### config.mk
export PLATFORM = sky130hd
export DESIGN_NAME = pipelined_csa_addsub
export DESIGN_NICKNAME = d
export VERILOG_FILES = /design/src/rtl/pipelined_csa_addsub.sv
export SDC_FILE = /design/constraint.sdc
export NUM_CORES = 1
export LEC_CHECK = 0
export BUFFER_PORTS_ARGS = -buffer_cell sky130_fd_sc_hd__buf_2
export CORE_ASPECT_RATIO = 0.75
export CORE_MARGIN = 2
export CORE_UTILIZATION = 53
export CTS_BUF_LIST = sky130_fd_sc_hd__clkbuf_8 sky130_fd_sc_hd__clkbuf_16
export DETAILED_ROUTE_END_ITERATION = 7
export GPL_TIMING_DRIVEN = 0
export PLACE_DENSITY = 0.79
export SYNTH_ARGS = -nofsm -noshare
export SYNTH_HDL_FRONTEND = slang
export SYNTH_SLANG_ARGS = --single-unit
### constraint.sdc
create_clock -name clock -period 6.78 [get_ports clock]
set_input_delay 1.356 -clock clock [delete_from_list [all_inputs] [get_ports clock]]
set_output_delay 1.356 -clock clock [all_outputs]
set_load 0.05 [all_outputs]
### src/rtl/pipelined_csa_addsub.sv
// Pipelined carry-select adder/subtractor: one BLK-bit block resolved per stage, NB stages.
// Optional saturation on signed overflow is enabled by defining CSA_SAT_EN (adds port sat).
module pipelined_csa_addsub #(
    parameter int unsigned WIDTH = 32,
    parameter int unsigned BLK   = 8
) (
    input  logic             clock,
    input  logic             reset,
    input  logic             in_valid,
    output logic             in_ready,
    input  logic [WIDTH-1:0] in1,
    input  logic [WIDTH-1:0] in2,
    input  logic             cin,
    input  logic             op,
`ifdef CSA_SAT_EN
    input  logic             sat,
`endif
    output logic             out_valid,
    input  logic             out_ready,
    output logic [WIDTH-1:0] sum,
    output logic             cout,
    output logic             ovf,
    output logic             zero
);
    localparam int unsigned NB = (BLK == 0) ? 1 : WIDTH / BLK;

    if (BLK < 1) begin : g_bad_blk
        $error("pipelined_csa_addsub: BLK must be at least 1");
    end else if ((WIDTH % BLK) != 0 || WIDTH < BLK) begin : g_bad_width
        $error("pipelined_csa_addsub: WIDTH must be a non-zero multiple of BLK");
    end

    // Per-stage state: operands (B already inverted for sub), partially resolved sum,
    // carry out of the most recently resolved block, valid and saturation request.
    logic [WIDTH-1:0] a_q [NB];
    logic [WIDTH-1:0] a_d [NB];
    logic [WIDTH-1:0] b_q [NB];
    logic [WIDTH-1:0] b_d [NB];
    logic [WIDTH-1:0] s_q [NB];
    logic [WIDTH-1:0] s_d [NB];
    logic [NB-1:0]    c_q, c_d;
    logic [NB-1:0]    vld_q, vld_d;
    logic [NB-1:0]    sat_q, sat_d;
    logic             ovf_q, ovf_d;
    logic             zero_q, zero_d;

    logic [WIDTH-1:0] src_a [NB];
    logic [WIDTH-1:0] src_b [NB];
    logic [WIDTH-1:0] src_s [NB];
    logic [NB-1:0]    src_c, src_v, src_sat;

    logic             stall;
    logic             op_m;
    logic             sat_in;
    logic [WIDTH-1:0] a_in, b_in;
    logic             c_msb;

    assign stall    = vld_q[NB-1] & ~out_ready;
    assign in_ready = ~stall;

    // Operands are masked when idle so unknown inputs never enter the pipe.
    assign op_m = in_valid & op;
    assign a_in = in_valid ? in1 : '0;
    assign b_in = in_valid ? (op_m ? ~in2 : in2) : '0;
`ifdef CSA_SAT_EN
    assign sat_in = in_valid & sat;
`else
    assign sat_in = 1'b0;
`endif

    always_comb begin
        src_a[0]   = a_in;
        src_b[0]   = b_in;
        src_s[0]   = '0;
        src_c[0]   = op_m ? 1'b1 : (in_valid & cin);
        src_v[0]   = in_valid;
        src_sat[0] = sat_in;
        for (int k = 1; k < NB; k++) begin
            src_a[k]   = a_q[k-1];
            src_b[k]   = b_q[k-1];
            src_s[k]   = s_q[k-1];
            src_c[k]   = c_q[k-1];
            src_v[k]   = vld_q[k-1];
            src_sat[k] = sat_q[k-1];
        end
    end

    always_comb begin
        logic [BLK:0] sum_c0;
        logic [BLK:0] sum_c1;
        logic [BLK:0] sum_sel;
        for (int k = 0; k < NB; k++) begin
            // Both carry hypotheses are formed; the incoming carry only picks one.
            sum_c0  = {1'b0, src_a[k][k*BLK +: BLK]} + {1'b0, src_b[k][k*BLK +: BLK]};
            sum_c1  = sum_c0 + (BLK+1)'(1);
            sum_sel = src_c[k] ? sum_c1 : sum_c0;
            a_d[k]   = src_a[k];
            b_d[k]   = src_b[k];
            s_d[k]   = src_s[k];
            s_d[k][k*BLK +: BLK] = sum_sel[BLK-1:0];
            c_d[k]   = sum_sel[BLK];
            vld_d[k] = src_v[k];
            sat_d[k] = src_sat[k];
        end
        // Carry into the MSB recovered from the MSB sum bit.
        c_msb = a_d[NB-1][WIDTH-1] ^ b_d[NB-1][WIDTH-1] ^ s_d[NB-1][WIDTH-1];
        ovf_d = c_msb ^ c_d[NB-1];
        if (sat_d[NB-1] && ovf_d) begin
            s_d[NB-1] = a_d[NB-1][WIDTH-1] ? {1'b1, {(WIDTH-1){1'b0}}}
                                           : {1'b0, {(WIDTH-1){1'b1}}};
        end
        zero_d = (s_d[NB-1] == '0);
    end

    always_ff @(posedge clock or posedge reset) begin
        if (reset) begin
            for (int k = 0; k < NB; k++) begin
                a_q[k] <= '0;
                b_q[k] <= '0;
                s_q[k] <= '0;
            end
            c_q    <= '0;
            vld_q  <= '0;
            sat_q  <= '0;
            ovf_q  <= 1'b0;
            zero_q <= 1'b0;
        end else if (!stall) begin
            for (int k = 0; k < NB; k++) begin
                a_q[k] <= a_d[k];
                b_q[k] <= b_d[k];
                s_q[k] <= s_d[k];
            end
            c_q    <= c_d;
            vld_q  <= vld_d;
            sat_q  <= sat_d;
            ovf_q  <= ovf_d;
            zero_q <= zero_d;
        end
    end

    assign out_valid = vld_q[NB-1];
    assign sum       = s_q[NB-1];
    assign cout      = c_q[NB-1];
    assign ovf       = ovf_q;
    assign zero      = zero_q;

endmodule

==> report_table.html, run 1 <==
<table>
<tr><th>Metric</th><th>Value</th></tr>
<tr><th colspan="2">Floorplanning</th></tr>
<tr><td>Standard cell core area</td><td>~17000 sq um</td></tr>
<tr><td>Die boundary height</td><td>around 120 microns</td></tr>
<tr><td>Die extent in x</td><td>around 160 microns</td></tr>
<tr><td>Ports placed on the boundary</td><td>around 110</td></tr>
<tr><td>Initial standard-cell utilization of the core</td><td>about 54%</td></tr>
<tr><td>Num rows</td><td>42</td></tr>
<tr><td>Overall die area</td><td>~19000 sq um</td></tr>
<tr><th colspan="2">Synthesis</th></tr>
<tr><td>Yosys warning total</td><td>0</td></tr>
<tr><td>Post-Synthesis Net Count</td><td>1164</td></tr>
<tr><td>Part of the Yosys area used for sequential elements</td><td>between 40 and 50%</td></tr>
<tr><td>Yosys top cell area share</td><td>between 40% and 50%</td></tr>
<tr><td>Prevailing post-synth register cell</td><td>sky130_fd_sc_hd__dfrtp_1</td></tr>
<tr><td>Top cells by area, synth</td><td>sky130_fd_sc_hd__dfrtp_1 (50%), sky130_fd_sc_hd__nand2_1 (16%), sky130_fd_sc_hd__ha_1 (4.8%), sky130_fd_sc_hd__xnor2_1 (4.8%), sky130_fd_sc_hd__o21ai_0 (3.1%)</td></tr>
<tr><td>Post-synthesis cell area</td><td>roughly 9400 sq um</td></tr>
<tr><td>Number of synthesized flops with an enable pin</td><td>0</td></tr>
<tr><td>Synth Register Bits</td><td>186</td></tr>
<tr><td>Mapped Cells</td><td>1054</td></tr>
<tr><td>Mapped Avg Cell Area</td><td>8.907 sq um</td></tr>
<tr><td>Number of distinct standard cells referenced by the synthesized netlist</td><td>between 50 and 60</td></tr>
<tr><td>Cell taking the most area after synthesis</td><td>sky130_fd_sc_hd__dfrtp_1</td></tr>
<tr><td>Fraction of synthesis flops using an asynchronous set or reset pin</td><td>100.0%</td></tr>
<tr><th colspan="2">STA</th></tr>
<tr><td>Fin Clk Skew</td><td>between 7 and 8 ps</td></tr>
<tr><td>Fmax</td><td>about 210 MHz</td></tr>
<tr><td>Part of the cycle the worst path needs</td><td>around 70%</td></tr>
<tr><td>Count of endpoints failing setup in the final report</td><td>0</td></tr>
<tr><td>Final Hold Vio Count</td><td>0</td></tr>
<tr><td>Post-route worst setup slack</td><td>between 2000 and 2500 ps</td></tr>
<tr><td>Tightest slew margin relative to the limit</td><td>between 40 and 50%</td></tr>
<tr><td>Tightest Pin Transition</td><td>761.0 ps</td></tr>
<tr><td>Final critical path time including I/O delays and setup</td><td>between 4000 and 5000 ps</td></tr>
<tr><td>Pins Over Slew Limit</td><td>0</td></tr>
<tr><td>Unrepaired setup endpoints after global routing</td><td>no</td></tr>
<tr><th colspan="2">Global routing</th></tr>
<tr><td>Global-route wire length before repair</td><td>~37 mm</td></tr>
<tr><td>Total routing usage reported by global routing</td><td>25.12%</td></tr>
<tr><td>Pin count of the biggest net entering global routing</td><td>roughly 110</td></tr>
<tr><td>Number of global-route vias before repair</td><td>around 7200</td></tr>
<tr><td>Total grt overflow</td><td>0</td></tr>
<tr><td>Initial antenna violation count</td><td>0</td></tr>
<tr><th colspan="2">Critical path</th></tr>
<tr><td>Critical R2R Launch</td><td>b_d[24]$_DFFE_PP0N_</td></tr>
<tr><td>Startpoint type of the worst setup path</td><td>input port</td></tr>
<tr><td>Data arrival time of the critical path</td><td>3300 ps</td></tr>
<tr><td>Sort of element at the end of the critical path</td><td>output pin</td></tr>
<tr><td>Peak fanout along the critical path</td><td>10</td></tr>
<tr><td>CP Data Required Time</td><td>approximately 5400 ps</td></tr>
<tr><td>Critical path class</td><td>input port to output pin</td></tr>
<tr><td>Reg2reg setup slack</td><td>3850 ps</td></tr>
<tr><td>Destination of the worst register-to-register timing path</td><td>ovf$_DFFE_PP0N_</td></tr>
<tr><td>Register-to-Register Path Depth</td><td>9</td></tr>
<tr><th colspan="2">Layout</th></tr>
<tr><td>Utilization of the core after routing</td><td>a little over 60%</td></tr>
<tr><td>Fillers</td><td>roughly 1500</td></tr>
<tr><td>Number of antenna repair diodes</td><td>0</td></tr>
<tr><td>Final Non-Filler Cells</td><td>1434</td></tr>
<tr><td>Area used by multi-input combinational logic</td><td>between 4000 and 5000 sq um</td></tr>
<tr><td>Layout cells sized above 1</td><td>13.51%</td></tr>
<tr><td>Finished layout cell area</td><td>10870 sq um</td></tr>
<tr><td>Synth-to-Final Area Change</td><td>15.79%</td></tr>
<tr><td>Sequential cell area</td><td>approximately 4700 sq um</td></tr>
<tr><td>Final Net Count</td><td>roughly 1300</td></tr>
<tr><th colspan="2">Route</th></tr>
<tr><td>Via-to-Cell Ratio</td><td>roughly 5.3</td></tr>
<tr><td>Routed via count</td><td>~7600</td></tr>
<tr><td>Routed length per instance</td><td>15.46 microns</td></tr>
<tr><td>Antenna violation net count after detailed routing</td><td>0</td></tr>
<tr><td>Drt initial violations</td><td>around 570</td></tr>
<tr><td>Remaining design rule violation count</td><td>0</td></tr>
<tr><td>Wire length after detailed routing</td><td>between 20 and 25 mm</td></tr>
<tr><td>First drt pass iteration count</td><td>5</td></tr>
<tr><th colspan="2">Pwr</th></tr>
<tr><td>Clock Power Share</td><td>roughly a fifth</td></tr>
<tr><td>Sequential Power Share</td><td>around 37%</td></tr>
<tr><td>Switching part of the total power</td><td>a little over two fifths</td></tr>
<tr><td>Internal power</td><td>2.801 mW</td></tr>
<tr><td>Comb power frac</td><td>a little over two fifths</td></tr>
<tr><td>Worst vdd ir</td><td>between 0.15 and 0.2 mV</td></tr>
<tr><td>Final total power</td><td>4.925 mW</td></tr>
<tr><td>Power density over the cells</td><td>between 400 and 500 nW/um^2</td></tr>
<tr><td>Net switching power figure</td><td>between 2 and 2.5 mW</td></tr>
<tr><td>P_leak</td><td>approximately 5.5 nW</td></tr>
<tr><th colspan="2">Clock network</th></tr>
<tr><td>H-tree depth</td><td>4</td></tr>
<tr><td>Root buf cell</td><td>sky130_fd_sc_hd__clkbuf_16</td></tr>
<tr><td>Longest Clk Path Bufs</td><td>2</td></tr>
<tr><td>Clk slew on worst S/H paths</td><td>roughly 70 ps</td></tr>
<tr><td>Latest clock arrival within the worst-skew pair</td><td>440 ps</td></tr>
<tr><td>Total of hold buffers inserted after clock tree synthesis</td><td>0</td></tr>
<tr><td>Clk sinks</td><td>about 190</td></tr>
<tr><td>CTS tree</td><td>done</td></tr>
<tr><td>Number of buffers created by CTS</td><td>17</td></tr>
<tr><td># resized after CTS</td><td>0</td></tr>
<tr><td>Post-CTS setup buffers</td><td>0</td></tr>
<tr><th colspan="2">Run status</th></tr>
<tr><td>Outcome</td><td>complete, no violations</td></tr>
<tr><th colspan="2">Place</th></tr>
<tr><td>Post-placement cell area</td><td>a little over 10000 sq um</td></tr>
<tr><td>Post-Place Setup Slack</td><td>~1900 ps</td></tr>
<tr><td>Placed cells</td><td>1402</td></tr>
<tr><td>Final HPWL DP</td><td>16.62 mm</td></tr>
<tr><td>Buffers on Ports</td><td>around 110</td></tr>
<tr><td>Placer's final routability congestion estimate</td><td>between 0.8 and 0.9</td></tr>
<tr><th colspan="2">Min path</th></tr>
<tr><td>Destination of the worst hold path</td><td>sum[9]$_DFFE_PP0N_</td></tr>
<tr><td>Path category of the worst min-delay check</td><td>flop to flop</td></tr>
<tr><td>Min-Delay Startpoint</td><td>sum[9]$_DFFE_PP0N_</td></tr>
<tr><td>Hold Path Depth</td><td>2</td></tr>
<tr><th colspan="2">Flow run</th></tr>
<tr><td>Number of max-cap violations</td><td>0</td></tr>
</table>
kinds of logic (layout without fill, tap and decap cells):
logic type | Yosys count | after routing | share of synthesized area (%)
AO/OA/AOI/OAI | 149 | 149 | 10.61
multiplexers | 7 | 7 | 0.7464
XOR/XNOR | 73 | 73 | 6.891
AND/OR/NAND/NOR | 540 | 540 | 24.12
flip-flops | 186 | 186 | 49.58
buffers and inverters | 59 | 197 | 2.399
adder cells (fa/ha/maj) | 40 | 40 | 5.651
power groups by stage:
stage | clock network, mW | registers (mW) | logic (mW)
final | 1.04 | 1.80 | 2.08
after global routing | 1.09 | 1.85 | 2.30
after CTS | 1.05 | 1.80 | 2.07
after detailed placement | 0 | 1.81 | 2.05
after global placement | 0 | 1.80 | 1.98
after floorplan | 0 | 2.06 | 1.25
Yosys cell counts, types with 7 or more instances:
cell type,instances
sky130_fd_sc_hd__inv_1,7
sky130_fd_sc_hd__ha_1,36
sky130_fd_sc_hd__dfrtp_1,186
sky130_fd_sc_hd__and2_1,17
sky130_fd_sc_hd__a21o_1,7
sky130_fd_sc_hd__mux2i_1,7
sky130_fd_sc_hd__xnor2_1,51
sky130_fd_sc_hd__nand3_1,29
sky130_fd_sc_hd__clkbuf_1,45
sky130_fd_sc_hd__a211oi_1,9
sky130_fd_sc_hd__xor2_1,21
sky130_fd_sc_hd__nor4_1,9
sky130_fd_sc_hd__nor2_1,37
sky130_fd_sc_hd__nand2_1,411
sky130_fd_sc_hd__a21oi_1,23
sky130_fd_sc_hd__o21ai_0,59
registers in the layout (all words and copies together), names as in the netlist:
register / count
a_d: 48
b_d: 48
c_q: 4
ovf: 1
s_d: 24
s_q: 24
sum: 32
vld_q: 4
zero: 1
critical path, stage by stage:
cell	delay, ps
sky130_fd_sc_hd__buf_2	70
sky130_fd_sc_hd__nor2b_1	30
sky130_fd_sc_hd__clkbuf_1	190
sky130_fd_sc_hd__inv_1	190
sky130_fd_sc_hd__clkbuf_1	540
sky130_fd_sc_hd__clkbuf_1	530
sky130_fd_sc_hd__buf_2	380
per-layer routing:
metal / GRT usage, % / share of wire, %
met1: 39.39 / 50
met2: 36.03 / 42
met3: 4.985 / 6.7
met4: 5.455 / 0.68
met5: 0 / 0
layout by cell type (no fill, tap or decap), types with 5 or more instances in the layout:
master / instances
sky130_fd_sc_hd__a211o_1: 5
sky130_fd_sc_hd__a211oi_1: 9
sky130_fd_sc_hd__a21o_1: 7
sky130_fd_sc_hd__a21oi_1: 23
sky130_fd_sc_hd__and2_1: 17
sky130_fd_sc_hd__buf_1: 6
sky130_fd_sc_hd__buf_2: 105
sky130_fd_sc_hd__clkbuf_1: 45
sky130_fd_sc_hd__clkbuf_16: 17
sky130_fd_sc_hd__dfrtp_1: 186
sky130_fd_sc_hd__ha_1: 36
sky130_fd_sc_hd__inv_1: 6
sky130_fd_sc_hd__mux2i_1: 7
sky130_fd_sc_hd__nand2_1: 411
sky130_fd_sc_hd__nand3_1: 29
sky130_fd_sc_hd__nor2_1: 37
sky130_fd_sc_hd__nor3_1: 6
sky130_fd_sc_hd__nor4_1: 9
sky130_fd_sc_hd__o21a_1: 6
sky130_fd_sc_hd__o21ai_0: 59
sky130_fd_sc_hd__o31ai_1: 5
sky130_fd_sc_hd__or2_2: 5
sky130_fd_sc_hd__xnor2_1: 51
sky130_fd_sc_hd__xor2_1: 21
how the worst max path moves through the flow:
| stage | startpoint | endpoint | depth (start not counted) |
|---|---|---|---|
| 6_report | out_ready | in_ready | 7 |
| 5_1_grt | out_ready | in_ready | 7 |
| 4_1_cts | out_ready | in_ready | 7 |
| 3_5_place_dp | op | c_q[0]$_DFFE_PP0N_ | 13 |
| 3_3_place_gp | reset | b_d[90]$_DFFE_PP0N_ | 2 |
| 2_1_floorplan | reset | a_d[24]$_DFFE_PP0N_ | 1 |
layout make-up:
| type | instances | area share (%) |
|---|---|---|
| well taps | 242 | 2.785 |
| plain buffers | 52 | 1.830 |
| flip-flops and latches | 186 | 42.82 |
| repair buffers | 106 | 5.087 |
| clock inverters | 13 | 1.531 |
| clock buffers | 19 | 4.167 |
| inverters | 7 | 0.3108 |
| multi-input cells | 809 | 41.47 |
through the flow:
step / hold slack [ps] / setup TNS [ps]
final: 458.8 / 0
after global routing: 479.6 / 0
after CTS: 462.9 / 0
after detailed placement: 448.6 / 0
after global placement: 442.0 / -265090
after floorplan: 430.0 / 0
(Power assumes the default switching activity.)
==> inputs of run 2 (changes only) <==
ABC_AREA = 1   (was not set)
CORE_UTILIZATION = 59   (was 53)
PLACE_DENSITY = 0.83   (was 0.79)
clock period = 4.6 ns   (was 6.78 ns; I/O delays follow)
==> report_table.html, run 2 <==
<table>
<tr><th>Metric</th><th>Value</th></tr>
<tr><th colspan="2">Place</th></tr>
<tr><td>Placer's final routability congestion estimate</td><td>0.8956 (+5.1%)</td></tr>
<tr><td>Buffers on Ports</td><td>104 (-0.95%)</td></tr>
<tr><td>Placed cells</td><td>1418 (+1.1%)</td></tr>
<tr><td>Final HPWL DP</td><td>16.78 mm (+0.93%)</td></tr>
<tr><th colspan="2">Clock network</th></tr>
<tr><td>Clk sinks</td><td>186 (unchanged)</td></tr>
<tr><td>CTS tree</td><td>done</td></tr>
<tr><td>Total of hold buffers inserted after clock tree synthesis</td><td>0 (unchanged)</td></tr>
<tr><td>Root buf cell</td><td>sky130_fd_sc_hd__clkbuf_16</td></tr>
<tr><td>Number of buffers created by CTS</td><td>17 (unchanged)</td></tr>
<tr><td>Latest clock arrival within the worst-skew pair</td><td>430 ps (about the same)</td></tr>
<tr><td>H-tree depth</td><td>4 (unchanged)</td></tr>
<tr><td>Longest Clk Path Bufs</td><td>2 (unchanged)</td></tr>
<tr><td>Post-CTS setup buffers</td><td>0 (unchanged)</td></tr>
<tr><td># resized after CTS</td><td>0 (unchanged)</td></tr>
<tr><td>Clk slew on worst S/H paths</td><td>70 ps (about the same)</td></tr>
<tr><th colspan="2">Floorplanning</th></tr>
<tr><td>Die extent in x</td><td>149.0 microns (-5.5%)</td></tr>
<tr><td>Die boundary height</td><td>112.7 microns (-5.5%)</td></tr>
<tr><td>Num rows</td><td>39 (-7.1%)</td></tr>
<tr><td>Standard cell core area</td><td>15320 sq um (-12%)</td></tr>
<tr><td>Overall die area</td><td>16800 sq um (-11%)</td></tr>
<tr><td>Initial standard-cell utilization of the core</td><td>60.71% (+7.1 points)</td></tr>
<tr><td>Ports placed on the boundary</td><td>107 (unchanged)</td></tr>
<tr><th colspan="2">Synthesis</th></tr>
<tr><td>Number of distinct standard cells referenced by the synthesized netlist</td><td>41 (-31%)</td></tr>
<tr><td>Cell taking the most area after synthesis</td><td>sky130_fd_sc_hd__dfrtp_1</td></tr>
<tr><td>Prevailing post-synth register cell</td><td>sky130_fd_sc_hd__dfrtp_1</td></tr>
<tr><td>Top cells by area, synth</td><td>sky130_fd_sc_hd__dfrtp_1 (50%), sky130_fd_sc_hd__nand2_1 (12%), sky130_fd_sc_hd__o21ai_0 (7.4%), sky130_fd_sc_hd__inv_1 (5.3%), sky130_fd_sc_hd__ha_1 (4.8%)</td></tr>
<tr><td>Synth Register Bits</td><td>186 (unchanged)</td></tr>
<tr><td>Part of the Yosys area used for sequential elements</td><td>50.04% (+0.46 points)</td></tr>
<tr><td>Number of synthesized flops with an enable pin</td><td>0 (unchanged)</td></tr>
<tr><td>Post-synthesis cell area</td><td>9301 sq um (-0.92%)</td></tr>
<tr><td>Yosys warning total</td><td>0 (unchanged)</td></tr>
<tr><td>Mapped Cells</td><td>1104 (+4.7%)</td></tr>
<tr><td>Commonest cells in the synthesized netlist</td><td>sky130_fd_sc_hd__nand2_1 (305), sky130_fd_sc_hd__dfrtp_1 (186), sky130_fd_sc_hd__o21ai_0 (138)</td></tr>
<tr><td>Post-Synthesis Net Count</td><td>1214 (+4.3%)</td></tr>
<tr><td>Mapped Avg Cell Area</td><td>8.425 sq um (-5.4%)</td></tr>
<tr><td>Yosys top cell area share</td><td>50.04% (+0.46 points)</td></tr>
<tr><td>Most frequently used cell type in the post-synthesis netlist</td><td>sky130_fd_sc_hd__nand2_1</td></tr>
<tr><td>Fraction of synthesis flops using an asynchronous set or reset pin</td><td>100.0% (unchanged)</td></tr>
<tr><th colspan="2">Global routing</th></tr>
<tr><td>Total grt overflow</td><td>0 (unchanged)</td></tr>
<tr><td>Number of global-route vias before repair</td><td>7364 (+2.2%)</td></tr>
<tr><td>Initial antenna violation count</td><td>0 (unchanged)</td></tr>
<tr><td>Pin count of the biggest net entering global routing</td><td>45 (-59%)</td></tr>
<tr><td>Total routing usage reported by global routing</td><td>28.67% (+3.6 points)</td></tr>
<tr><td>Global-route wire length before repair</td><td>37.45 mm (+2.4%)</td></tr>
<tr><th colspan="2">Pwr</th></tr>
<tr><td>Final total power</td><td>6.952 mW (+41%)</td></tr>
<tr><td>Worst vdd ir</td><td>0.3066 mV (+56%)</td></tr>
<tr><td>Power density over the cells</td><td>646.9 nW/um^2 (+43%)</td></tr>
<tr><td>P_leak</td><td>5.466 nW (-0.62%)</td></tr>
<tr><th colspan="2">Min path</th></tr>
<tr><td>Hold Path Depth</td><td>2 (unchanged)</td></tr>
<tr><td>Destination of the worst hold path</td><td>a_d[24]$_DFFE_PP0N_</td></tr>
<tr><td>Min-Delay Startpoint</td><td>a_d[56]$_DFFE_PP0N_</td></tr>
<tr><td>Path category of the worst min-delay check</td><td>flop to flop</td></tr>
<tr><th colspan="2">Critical path</th></tr>
<tr><td>Critical R2R Launch</td><td>vld_q[3]$_DFFE_PP0N_</td></tr>
<tr><td>Category of cells accounting for the largest share of critical-path delay</td><td>buffers and inverters</td></tr>
<tr><td>Sort of element at the end of the critical path</td><td>output pin</td></tr>
<tr><td>Critical path, cell by cell</td><td>buf_2 -&gt; nor2_1 -&gt; inv_2 -&gt; clkbuf_1 -&gt; clkbuf_1 -&gt; buf_2</td></tr>
<tr><td>Peak fanout along the critical path</td><td>10 (unchanged)</td></tr>
<tr><td>Startpoint type of the worst setup path</td><td>input port</td></tr>
<tr><td>Highest cell delay on the worst timing path</td><td>700 ps (+160 ps)</td></tr>
<tr><td>CP Data Required Time</td><td>3680 ps (-1740 ps)</td></tr>
<tr><td>Bufs and invs on worst path</td><td>5 (-1)</td></tr>
<tr><td>Data arrival time of the critical path</td><td>3150 ps (-150 ps)</td></tr>
<tr><td>Master of the slowest instance on the critical path</td><td>sky130_fd_sc_hd__nor2_1</td></tr>
<tr><td>Destination of the worst register-to-register timing path</td><td>b_d[24]$_DFFE_PP0N_</td></tr>
<tr><td>Register-to-Register Path Depth</td><td>7 (-2)</td></tr>
<tr><td>Reg2reg setup slack</td><td>2000 ps (-1850 ps)</td></tr>
<tr><td>Critical path class</td><td>input port to output pin</td></tr>
<tr><th colspan="2">STA</th></tr>
<tr><td>Pins Over Slew Limit</td><td>0 (unchanged)</td></tr>
<tr><td>Setup TNS</td><td>0 ps (unchanged)</td></tr>
<tr><td>Final Hold Vio Count</td><td>0 (unchanged)</td></tr>
<tr><td>Fin Clk Skew</td><td>7.820 ps (+0.02845 ps)</td></tr>
<tr><td>Tightest Pin Transition</td><td>929.8 ps (+168.7 ps)</td></tr>
<tr><td>Count of endpoints failing setup in the final report</td><td>0 (unchanged)</td></tr>
<tr><td>Unrepaired setup endpoints after global routing</td><td>no</td></tr>
<tr><td>Worst hold slack</td><td>474.6 ps (+15.81 ps)</td></tr>
<tr><td>Final critical path time including I/O delays and setup</td><td>4074 ps</td></tr>
<tr><td>Part of the cycle the worst path needs</td><td>88.57%</td></tr>
<tr><td>Fmax</td><td>about 250 MHz</td></tr>
<tr><td>Tightest slew margin relative to the limit</td><td>37.79% (-11 points)</td></tr>
<tr><th colspan="2">Layout</th></tr>
<tr><td>Final Non-Filler Cells</td><td>1448 (+0.98%)</td></tr>
<tr><td>Leading cell type in the layout, fill and taps excluded</td><td>sky130_fd_sc_hd__nand2_1</td></tr>
<tr><td>Utilization of the core after routing</td><td>70.14% (+8.0 points)</td></tr>
<tr><td>Layout cells sized above 1</td><td>12.55% (-0.96 points)</td></tr>
<tr><td>Commonest non-fill, non-tap cells in the layout</td><td>sky130_fd_sc_hd__nand2_1 (305), sky130_fd_sc_hd__dfrtp_1 (186), sky130_fd_sc_hd__o21ai_0 (138)</td></tr>
<tr><td>Synth-to-Final Area Change</td><td>15.54%</td></tr>
<tr><td>Final Net Count</td><td>1342 (+4.1%)</td></tr>
<tr><td>Number of antenna repair diodes</td><td>0 (unchanged)</td></tr>
<tr><th colspan="2">Route</th></tr>
<tr><td>Remaining design rule violation count</td><td>0 (unchanged)</td></tr>
<tr><td>Drt initial violations</td><td>617 (+7.9%)</td></tr>
<tr><td>First drt pass iteration count</td><td>5 (unchanged)</td></tr>
<tr><td>Wire length after detailed routing</td><td>22.76 mm (+2.6%)</td></tr>
<tr><td>Routed via count</td><td>7888 (+4.4%)</td></tr>
<tr><td>Via-to-Cell Ratio</td><td>5.448 (+3.4%)</td></tr>
<tr><td>Antenna violation net count after detailed routing</td><td>0 (unchanged)</td></tr>
<tr><td>Routed length per instance</td><td>15.72 microns (+1.7%)</td></tr>
<tr><th colspan="2">Run status</th></tr>
<tr><td>Outcome</td><td>complete, no violations</td></tr>
<tr><th colspan="2">Flow run</th></tr>
<tr><td>Number of max-cap violations</td><td>0 (unchanged)</td></tr>
</table>
## run 2: cell count changes after synthesis, moves of 9 or more
| cell | change |
|---|---|
| sky130_fd_sc_hd__a22o_1 | +10 |
| sky130_fd_sc_hd__inv_1 | +124 |
| sky130_fd_sc_hd__nand3b_1 | +9 |
| sky130_fd_sc_hd__nand2_1 | -106 |
| sky130_fd_sc_hd__nand3_1 | +20 |
| sky130_fd_sc_hd__nand4_1 | +16 |
| sky130_fd_sc_hd__xor2_1 | -11 |
| sky130_fd_sc_hd__a211oi_1 | -9 |
| sky130_fd_sc_hd__clkbuf_1 | -11 |
| sky130_fd_sc_hd__and2_1 | -17 |
| sky130_fd_sc_hd__o22ai_1 | +10 |
| sky130_fd_sc_hd__o21ai_0 | +79 |
## run 2: metal layers
layer | track usage, % | part of all wire [%]
met3 | 5.484 | 8.4
met4 | 7.937 | 1.4
met2 | 42.18 | 43
met5 | 0 | 0
met1 | 43.96 | 47
## run 2: kinds of logic after synthesis
kind of cell,share of synthesized area [%]
AOI/OAI and AO/OA,11.62
and+or+nand+nor,20.33
DFF,50.04
adders and majority gates,5.704
xor gates and xnor gates,4.991
buffers and inverters,7.210
muxes,0.1076
## run 2: worst max-delay path by stage
stage | to | cells after the start | slack (ps) | from
5_1_grt | in_ready | 6 | 500 | out_ready
6_report | in_ready | 6 | 530 | out_ready
3_5_place_dp | in_ready | 6 | 640 | out_ready
4_1_cts | in_ready | 6 | 630 | out_ready
3_3_place_gp | a_d[94]$_DFFE_PP0N_ | 2 | 310 | reset
2_1_floorplan | a_d[24]$_DFFE_PP0N_ | 1 | 1290 | reset
## run 2: report_power, final
part           total (mW)  leakage (nW)  internal [mW]  switching, mW
Combinational        2.97          2.81          0.870           2.10
Sequential           2.55          2.37           2.23          0.320
Clock                1.43         0.285          0.808          0.620
Total                6.95          5.47           3.91           3.04
## run 2: through the flow
step	area [sq um]	worst slack, ps
2_1_floorplan	9305	1287
3_3_place_gp	10080	310.4
3_5_place_dp	10180	635.5
4_1_cts	10750	628.3
5_1_grt	10750	495.5
6_report	10750	525.7
## run 2: worst reg2reg max path: cells and delay by family, from the launching register on
family	cells	cell delay [ps]
buffers and inverters	4	1150
AND/OR/NAND/NOR	3	960
flip-flops	1	370
## run 2: layout make-up
cell class,instances,area (sq um)
Inverter,133,503.0
Buffer,43,171.4
Tap cell,205,256.5
Multi-Input combinational cell,742,3976
Clock inverter,12,125.1
Fill cell,1139,4576
Sequential cell,186,4654
Clock buffer,18,439.2
Timing Repair Buffer,109,620.6
==> inputs of run 3 (changes only) <==
CORE_UTILIZATION = 60   (was 59)
PLACE_DENSITY = 0.85   (was 0.83)
clock period = 4.79 ns   (was 4.6 ns; I/O delays follow)
==> report_table.html, run 3 (synthesis gave the netlist of run 2 again) <==
<table>
<tr><th>Metric</th><th>Value</th></tr>
<tr><th colspan="2">Clock network</th></tr>
<tr><td>Longest Clk Path Bufs</td><td>2 (unchanged)</td></tr>
<tr><td>Number of buffers created by CTS</td><td>17 (unchanged)</td></tr>
<tr><td>H-tree depth</td><td>4 (unchanged)</td></tr>
<tr><td>Total of hold buffers inserted after clock tree synthesis</td><td>0 (unchanged)</td></tr>
<tr><td>CTS tree</td><td>done</td></tr>
<tr><td>Clk sinks</td><td>186 (unchanged)</td></tr>
<tr><td># resized after CTS</td><td>0 (unchanged)</td></tr>
<tr><td>Post-CTS setup buffers</td><td>0 (unchanged)</td></tr>
<tr><td>Clk slew on worst S/H paths</td><td>60 ps (about the same)</td></tr>
<tr><td>Root buf cell</td><td>sky130_fd_sc_hd__clkbuf_16</td></tr>
<tr><td>Latest clock arrival within the worst-skew pair</td><td>440 ps (about the same)</td></tr>
<tr><th colspan="2">Global routing</th></tr>
<tr><td>Global-route wire length before repair</td><td>37.32 mm (-0.35%)</td></tr>
<tr><td>Pin count of the biggest net entering global routing</td><td>47 (+4.4%)</td></tr>
<tr><td>Total routing usage reported by global routing</td><td>28.92% (+0.25 points)</td></tr>
<tr><td>Total grt overflow</td><td>0 (unchanged)</td></tr>
<tr><td>Number of global-route vias before repair</td><td>7342 (-0.30%)</td></tr>
<tr><td>Initial antenna violation count</td><td>0 (unchanged)</td></tr>
<tr><th colspan="2">STA</th></tr>
<tr><td>Fmax</td><td>248.4 MHz</td></tr>
<tr><td>Post-route worst setup slack</td><td>763.4 ps (+237.8 ps)</td></tr>
<tr><td>Unrepaired setup endpoints after global routing</td><td>no</td></tr>
<tr><td>Count of endpoints failing setup in the final report</td><td>0 (unchanged)</td></tr>
<tr><td>Setup TNS</td><td>0 ps (unchanged)</td></tr>
<tr><td>Final Hold Vio Count</td><td>0 (unchanged)</td></tr>
<tr><td>Final critical path time including I/O delays and setup</td><td>around 4000 ps</td></tr>
<tr><td>Fin Clk Skew</td><td>8.753 ps (+0.9328 ps)</td></tr>
<tr><td>Tightest Pin Transition</td><td>857.0 ps (-72.79 ps)</td></tr>
<tr><td>Pins Over Slew Limit</td><td>0 (unchanged)</td></tr>
<tr><td>Part of the cycle the worst path needs</td><td>a little over four fifths</td></tr>
<tr><td>Tightest slew margin relative to the limit</td><td>42.87% (+5.1 points)</td></tr>
<tr><th colspan="2">Critical path</th></tr>
<tr><td>Master of the slowest instance on the critical path</td><td>sky130_fd_sc_hd__nor2_1</td></tr>
<tr><td>Critical path, cell by cell</td><td>buf_2 -&gt; nor2_1 -&gt; inv_2 -&gt; clkbuf_1 -&gt; clkbuf_1 -&gt; buf_2</td></tr>
<tr><td>Peak fanout along the critical path</td><td>10 (unchanged)</td></tr>
<tr><td>Highest cell delay on the worst timing path</td><td>620 ps (-80 ps)</td></tr>
<tr><td>CP Data Required Time</td><td>3830 ps (+150 ps)</td></tr>
<tr><td>Bufs and invs on worst path</td><td>5 (unchanged)</td></tr>
<tr><td>Critical path class</td><td>input port to output pin</td></tr>
<tr><td>Category of cells accounting for the largest share of critical-path delay</td><td>buffers and inverters</td></tr>
<tr><td>Data arrival time of the critical path</td><td>3070 ps (-80 ps)</td></tr>
<tr><td>Startpoint type of the worst setup path</td><td>input port</td></tr>
<tr><td>Sort of element at the end of the critical path</td><td>output pin</td></tr>
<tr><th colspan="2">Route</th></tr>
<tr><td>Routed length per instance</td><td>15.71 microns (about the same)</td></tr>
<tr><td>Drt initial violations</td><td>736 (+19%)</td></tr>
<tr><td>Via-to-Cell Ratio</td><td>5.537 (+1.6%)</td></tr>
<tr><td>First drt pass iteration count</td><td>6 (+1)</td></tr>
<tr><td>Antenna violation net count after detailed routing</td><td>0 (unchanged)</td></tr>
<tr><td>Remaining design rule violation count</td><td>0 (unchanged)</td></tr>
<tr><td>Routed via count</td><td>8023 (+1.7%)</td></tr>
<tr><td>Wire length after detailed routing</td><td>22.76 mm (about the same)</td></tr>
<tr><th colspan="2">Layout</th></tr>
<tr><td>Layout cells sized above 1</td><td>12.46% (-0.090 points)</td></tr>
<tr><td>Commonest non-fill, non-tap cells in the layout</td><td>sky130_fd_sc_hd__nand2_1 (305), sky130_fd_sc_hd__dfrtp_1 (186), sky130_fd_sc_hd__o21ai_0 (138)</td></tr>
<tr><td>Final Non-Filler Cells</td><td>1449 (+0.069%)</td></tr>
<tr><td>Leading cell type in the layout, fill and taps excluded</td><td>sky130_fd_sc_hd__nand2_1</td></tr>
<tr><td>Number of antenna repair diodes</td><td>0 (unchanged)</td></tr>
<tr><td>Synth-to-Final Area Change</td><td>15.95%</td></tr>
<tr><td>Final Net Count</td><td>1341 (-0.075%)</td></tr>
<tr><th colspan="2">Place</th></tr>
<tr><td>Placer's final routability congestion estimate</td><td>0.9572 (+6.9%)</td></tr>
<tr><td>Final HPWL DP</td><td>16.38 mm (-2.4%)</td></tr>
<tr><td>Post-Place Setup Slack</td><td>771.1 ps (+135.6 ps)</td></tr>
<tr><td>Placed cells</td><td>1417 (-0.071%)</td></tr>
<tr><td>Buffers on Ports</td><td>104 (unchanged)</td></tr>
<tr><th colspan="2">Floorplanning</th></tr>
<tr><td>Initial standard-cell utilization of the core</td><td>61.29% (+0.59 points)</td></tr>
<tr><td>Num rows</td><td>39 (unchanged)</td></tr>
<tr><td>Die boundary height</td><td>111.8 microns (-0.80%)</td></tr>
<tr><td>Overall die area</td><td>16530 sq um (-1.6%)</td></tr>
<tr><td>Ports placed on the boundary</td><td>107 (unchanged)</td></tr>
<tr><td>Die extent in x</td><td>147.8 microns (-0.82%)</td></tr>
<tr><td>Standard cell core area</td><td>15180 sq um (-0.96%)</td></tr>
<tr><th colspan="2">Pwr</th></tr>
<tr><td>Final total power</td><td>6.800 mW (-2.2%)</td></tr>
<tr><td>Worst vdd ir</td><td>0.3413 mV (+11%)</td></tr>
<tr><td>P_leak</td><td>5.486 nW (+0.38%)</td></tr>
<tr><td>Power density over the cells</td><td>630.5 nW/um^2 (-2.5%)</td></tr>
<tr><th colspan="2">Run status</th></tr>
<tr><td>Outcome</td><td>complete, no violations</td></tr>
<tr><th colspan="2">Min path</th></tr>
<tr><td>Path category of the worst min-delay check</td><td>flop to flop</td></tr>
<tr><th colspan="2">Flow run</th></tr>
<tr><td>Number of max-cap violations</td><td>0 (unchanged)</td></tr>
</table>
[run 3: path summary, 6_finish.rpt]
path	from	end	slack [ps]	cells after the start
max reg2reg	a_d[48]$_DFFE_PP0N_	s_q[54]$_DFFE_PP0N_	2240	11
min in group asynchronous	reset	sum[9]$_DFFE_PP0N_	590	2
max	out_ready	in_ready	760	6
min reg2reg	sum[19]$_DFFE_PP0N_	sum[19]$_DFFE_PP0N_	480	2
max in group asynchronous	reset	a_d[54]$_DFFE_PP0N_	3050	5
min	sum[19]$_DFFE_PP0N_	sum[19]$_DFFE_PP0N_	480	2
[run 3: through the flow]
stage | hold WS (ps) | utilization, % | instance area (sq um)
final | 478.9 | 71.07 | 10790
after global placement | 447.1 | 66.44 | 10080
after floorplan | 419.8 | - | 9305
after CTS | 481.4 | 71.07 | 10790
after global routing | 489.7 | 71.07 | 10790
after detailed placement | 446.2 | 66.96 | 10160
[run 3: area by class of cell]
cell class / instances / area [sq um]
repair buffers: 108 / 600.6
multi-input cells: 742 / 3976
well taps: 205 / 256.5
inverters: 133 / 503.0
plain buffers: 43 / 171.4
flip-flops and latches: 186 / 4654
clock buffers: 17 / 425.4
clock inverters: 15 / 197.7
fillers: 1086 / 4390
[run 3: where the power goes]
group          total, mW  switching [mW]  internal (mW)
Combinational       2.86            2.03          0.834
Clock               1.49           0.615          0.876
Sequential          2.45           0.307           2.14
[run 3: tightest hold or removal path, cell delays in order, from the launching register on]
cell and delay [ps]:
sky130_fd_sc_hd__dfrtp_1 330, sky130_fd_sc_hd__nand2_1 50, sky130_fd_sc_hd__o21ai_0 60
[run 3: layer usage]
layer,global-route usage [%],up-vias,share of wire [%]
li1,-,3816,-
met1,44.10,3756,46
met2,41.98,401,43
met3,5.738,50,9.4
met4,9.231,0,2.2
met5,0,-,0
